### src/rtl/ctc_pkg.sv
// Shared types and helpers for the IR carrier generator.
// CARRIER_DUTY25_EN selects the ~25% duty phase split in phase_len().
package ctc_pkg;

   typedef enum logic [1:0] {S_IDLE, S_FORCED, S_HIGH, S_LOW} e_ctc_state;

   localparam int CTC_BITS_DEFAULT = 8;

   // Length in prescaled ticks of the high or low phase for value v.
   function automatic logic [31:0] phase_len(input logic [31:0] v, input logic high);
      logic [31:0] full;
      logic [31:0] high_len;
      full = v + 32'd1;
`ifdef CARRIER_DUTY25_EN
      high_len = ((full >> 1) == 32'd0) ? 32'd1 : (full >> 1);
      return high ? high_len : ((full << 1) - high_len);
`else
      high_len = full;
      return high ? high_len : full;
`endif
   endfunction

endpackage

### src/rtl/tick_prescaler.sv
// Divides the clock into a one-cycle carrier tick every DIV clocks.
// clear_in restarts the division so a fresh burst starts on a full tick.
module tick_prescaler #(
   parameter int DIV = 1
) (
   input  logic clock_in,
   input  logic reset_n_in,
   input  logic clear_in,
   output logic tick_out
);

   localparam int CW = (DIV > 1) ? $clog2(DIV) : 1;

   logic [CW-1:0] count;

   assign tick_out = (count == CW'(DIV - 1));

   // NOTE: sequential state uses non-blocking assignments so every register samples pre-edge values.
   always_ff @(posedge clock_in or negedge reset_n_in) begin
      if (!reset_n_in) begin
         count <= '0;
      end else if (clear_in || tick_out) begin
         count <= '0;
      end else begin
         count <= count + 1'b1;
      end
   end

endmodule

### src/rtl/carrier_generator.sv
// IR carrier generator: square-wave bursts or forced-high output for the IR LED.
// Define CARRIER_DUTY25_EN for ~25% duty at unchanged period; 50% duty otherwise.
module carrier_generator
   import ctc_pkg::*;
#(
   parameter int CTC_BITS     = CTC_BITS_DEFAULT,
   parameter int PRESCALE_DIV = 1
) (
   input  logic                clock_in,
   input  logic                reset_n_in,
   input  logic                enable_in,
   input  logic                forced_in,
   input  logic                wr_strobe_in,
   input  logic [CTC_BITS-1:0] value_in,
   output logic                carrier_out,
   output logic                active_out
);

   localparam int CNT_W = CTC_BITS + 1;

   e_ctc_state          state;
   logic [CTC_BITS-1:0] shadow;
   logic [CTC_BITS-1:0] shadow_next;
   logic [CTC_BITS-1:0] active_val;
   logic [CNT_W-1:0]    counter;
   logic [CNT_W-1:0]    phase_last;
   logic                start_burst;
   logic                tick;

   // NOTE: every always_comb output gets a value on every path, so no latch is inferred.
   always_comb begin
      shadow_next = wr_strobe_in ? value_in : shadow;
      start_burst = ((state == S_IDLE) || (state == S_FORCED)) && !forced_in && enable_in;
      phase_last  = CNT_W'(phase_len(32'(active_val), state == S_HIGH) - 32'd1);
   end

   // NOTE: the shadow is a plain data register, so it takes the async reset like any other flop.
   always_ff @(posedge clock_in or negedge reset_n_in) begin
      if (!reset_n_in) begin
         shadow <= '0;
      end else if (wr_strobe_in) begin
         shadow <= value_in;
      end
   end

   tick_prescaler #(.DIV(PRESCALE_DIV)) u_prescaler (
      .clock_in   (clock_in),
      .reset_n_in (reset_n_in),
      .clear_in   (start_burst),
      .tick_out   (tick)
   );

   // Priority forced > enable > idle; counter holds elapsed ticks of the current phase,
   // whose length is frozen in active_val so mid-phase writes wait for the boundary.
   always_ff @(posedge clock_in or negedge reset_n_in) begin
      if (!reset_n_in) begin
         state       <= S_IDLE;
         carrier_out <= 1'b0;
         active_out  <= 1'b0;
         active_val  <= '0;
         counter     <= '0;
      end else if (forced_in) begin
         state       <= S_FORCED;
         carrier_out <= 1'b1;
         active_out  <= 1'b1;
         counter     <= '0;
      end else if (start_burst) begin
         state       <= S_HIGH;
         carrier_out <= 1'b1;
         active_out  <= 1'b1;
         active_val  <= shadow_next;
         counter     <= '0;
      end else if (!enable_in) begin
         state       <= S_IDLE;
         carrier_out <= 1'b0;
         active_out  <= 1'b0;
         counter     <= '0;
      end else if (tick) begin
         if (counter == phase_last) begin
            state       <= (state == S_HIGH) ? S_LOW : S_HIGH;
            carrier_out <= (state == S_LOW);
            active_val  <= shadow_next;
            counter     <= '0;
         end else begin
            counter <= counter + 1'b1;
         end
      end
   end

endmodule

### config.mk
export PLATFORM = sky130hd
export DESIGN_NAME = carrier_generator
export DESIGN_NICKNAME = d
export VERILOG_FILES = /design/src/rtl/ctc_pkg.sv /design/src/rtl/tick_prescaler.sv /design/src/rtl/carrier_generator.sv
export SDC_FILE = /design/constraint.sdc
export NUM_CORES = 1
export LEC_CHECK = 0
export CORE_UTILIZATION = 55
export DETAILED_ROUTE_END_ITERATION = 7
export PLACE_DENSITY = 0.78
export SETUP_SLACK_MARGIN = 0.3
export SLEW_MARGIN = 15
export SYNTH_ARGS = -nofsm -noshare
export SYNTH_HDL_FRONTEND = slang
export SYNTH_SLANG_ARGS = --single-unit
### constraint.sdc
create_clock -name clock_in -period 3.75 [get_ports clock_in]
set_input_delay 0.5625 -clock clock_in [delete_from_list [all_inputs] [get_ports clock_in]]
set_output_delay 0.5625 -clock clock_in [all_outputs]
set_load 0.02 [all_outputs]
==> summary.md <==
| Metric | Value |
|---|---|
| Status | `complete, no violations` |
| CP Data Arrival Time | `2.23 ns` |
| Post-synth top cells | `dfrtp_1 (30), mux2_2 (16), nor2_1 (10)` |
| CTS HTree Levels | `2` |
| Dominant cells by area after synthesis | `dfrtp_1 (56%), mux2_2 (13%), xnor2_1 (5.8%)` |
| Worst Hold Path Cells | `1` |
| Post-synth ARST share | `100%` |
| Die area | `2660 µm²` |
| Synth Area in Compound Gates | `3.80%` |
| Critical path class | `flip-flop to flip-flop` |
| Peak Freq | `494 MHz` |
| Clock Latency Late Sink | `0.32 ns` |
| Synth Area in XOR/XNOR | `10.4%` |
| Seq/Total Area, Yosys | `55.6%` |
| Top-level port count | `15` |
| CP required | `3.96 ns` |
| RSZ-0062 raised after global routing | `no` |
| PnR worst setup slack | `1.73 ns` |
| NumNets Final | `144` |
| Main combinational cell family by area after synthesis | `simple AND/OR/NAND/NOR gates` |
| Final min period | `2.02 ns` |
| Detail Route Antenna Nets | `0` |
| First-pass GRT wire length | `3630 µm` |
| Synth Area in Adders | `0.926%` |
| Post-synth EDFFs | `0` |
| # DRC | `0` |
| Clock tree buffer depth | `2` |
| Iteration-0 DRC count of the detailed router | `5` |
| Layout cells sized above 1 | `23.7%` |
| Post-Route Utilization | `71.1%` |
| Peak fanout along the critical path | `8` |
| CTS Sinks | `30` |
| Routed WL | `2190 µm` |
| Antenna Cells | `0` |
| Power density cells | `438 nW/µm²` |
| Total grt overflow | `0` |
| Share of the synthesized area in the top cell type | `55.6%` |
| GRT Total Usage | `19.9%` |
| Syn Inst Count | `110` |
| Period utilization | `54.0%` |
| Final Hold Fails | `0` |
| Die Y-Extent | `51.6 µm` |
| Setup violations, final | `0` |
| Max Cap Viol | `0` |
| Crit start category | `flip-flop` |
| Vias per cell | `5.28` |
| Pre-CTS WS | `1.63 ns` |
| Leakage | `0.666 nW` |
| Buffers on Ports | `14` |
| Die width | `51.6 µm` |
| Post-synth design cell area | `1350 µm²` |
| Clock skew | `0.00738 ns` |
| Starting Density | `59.9%` |
| Total CTS buffers | `5` |
| Post-CTS Setup Inserts | `0` |
| CTS tree | `yes` |
| Initial antenna violation count | `0` |
| Crit path capture type | `flip-flop` |
| Post-DP HPWL | `1620 µm` |
| Routed vias | `840` |
| Pins Over Slew Limit | `0` |
| Synth Flop Type | `dfrtp_1` |
| Min-Delay Path Class | `flip-flop to flip-flop` |
| Netlist cell types | `29` |
| GPL Wtd Cong | `0.790` |
| Wire per inst | `13.8 µm` |
| Area growth, synth to finish | `18.7%` |
| Clock Pin Slew Worst Setup and Hold Paths | `0.09 ns` |
| Mux share of post-synthesis cell area | `13.3%` |
| Top-count cell post-synth | `dfrtp_1` |
| Area leader, netlist | `dfrtp_1` |
| # rows | `17` |
| Reg2Reg Depth | `5` |
| Avg Inst Size Synth | `12.3 µm²` |
| Initial DRT Pass Iterations | `3` |
| Core area | `2250 µm²` |
| Post-Syn Nets | `124` |
| Hold buffer count at cts | `0` |
| Largest net degree at the start of global routing | `31` |
| CTS root buffer | `clkbuf_4` |
| Number of global-route vias before repair | `825` |
| Seq cells post-synth | `30` |
| Synth warn | `0` |
| Peak supply drop | `0.343 mV` |
| Post-CTS resize count | `0` |
| Total Neg Setup Slack | `0 ns` |
| Simple logic cell fraction of the synthesized area | `14.5%` |
[per-stage QoR]
step | area [µm²] | hold slack [ns] | std cells | power, mW
2_1_floorplan | 1350 | 0.267 | 110 | 0.442
3_3_place_gp | 1530 | 0.478 | 151 | 0.474
3_5_place_dp | 1530 | 0.484 | 151 | 0.478
4_1_cts | 1600 | 0.504 | 159 | 0.712
5_1_grt | 1600 | 0.522 | 159 | 0.738
6_report | 1600 | 0.496 | 159 | 0.703
[layer usage]
metal	global-route usage (%)	share of wire [%]	up-vias
li1	-	-	410
met5	0	0	-
met3	6.14	3.7	7
met1	23.8	44	407
met2	31.4	50	16
met4	12.2	2.7	0
[flip-flops by register name (all words and copies together) (netlist names)]
name               count
active_out             1
u_prescaler.count      1
active_val             8
carrier_out            1
counter                9
shadow                 8
state                  2
[where the power goes]
group / switching [mW] / internal, mW
combinational: 0.0394 / 0.0560
sequential: 0.0196 / 0.355
clock: 0.105 / 0.128
[layout make-up]
type / count / area, µm²
clock buffer: 8 / 78.8
multi-input combinational: 76 / 584
fill: 189 / 651
inverter: 2 / 7.51
sequential: 30 / 751
tap: 28 / 35.0
timing repair buffer: 15 / 148
[placed cells by master (no fill, tap or decap)]
cell type,n
conb_1,1
or4_4,1
inv_1,2
clkdlybuf4s50_1,14
nor2_1,10
o21ai_4,1
dfrtp_1,30
and3_1,2
or2_2,1
a21oi_1,1
nor3_1,2
nor2b_1,1
nand4b_1,1
nand4_1,1
a31oi_1,1
clkbuf_4,5
a31o_2,1
and2b_1,1
or4_1,1
nor4_4,1
nand2_1,8
ha_1,1
mux2_2,16
or3b_2,1
xor2_1,7
xnor2_1,9
nand3_1,2
clkbuf_8,3
nand2b_1,2
o21ai_0,3
buf_4,1
[cells by family after synthesis]
logic type,Yosys count
flip-flops,30
AND/OR/NAND/NOR,35
buffers and inverters,4
AO/OA/AOI/OAI,7
multiplexers,16
adder cells (fa/ha/maj),1
XOR/XNOR,16
other,1
[final timing paths]
| path | start | end | slack [ns] |
|---|---|---|---|
| min reg2reg | shadow[4]$_DFF_PN0_ | shadow[4]$_DFF_PN0_ | 0.50 |
| max in group asynchronous | reset_n_in | state[1]$_DFFE_PN0P_ | 2.87 |
| min | shadow[4]$_DFF_PN0_ | shadow[4]$_DFF_PN0_ | 0.50 |
| min in group asynchronous | reset_n_in | counter[2]$_DFFE_PN0P_ | 0.61 |
| max | counter[1]$_DFFE_PN0P_ | active_val[5]$_DFFE_PN0P_ | 1.73 |
| max reg2reg | counter[1]$_DFFE_PN0P_ | active_val[5]$_DFFE_PN0P_ | 1.73 |
[critical path, stage by stage, from the launching register on]
cell     delay [ns]
dfrtp_1        0.43
xor2_1         0.17
or4_4          0.53
nor4_4         0.30
o21ai_4        0.17
mux2_2         0.30
Power figures use the tool's default switching activity.
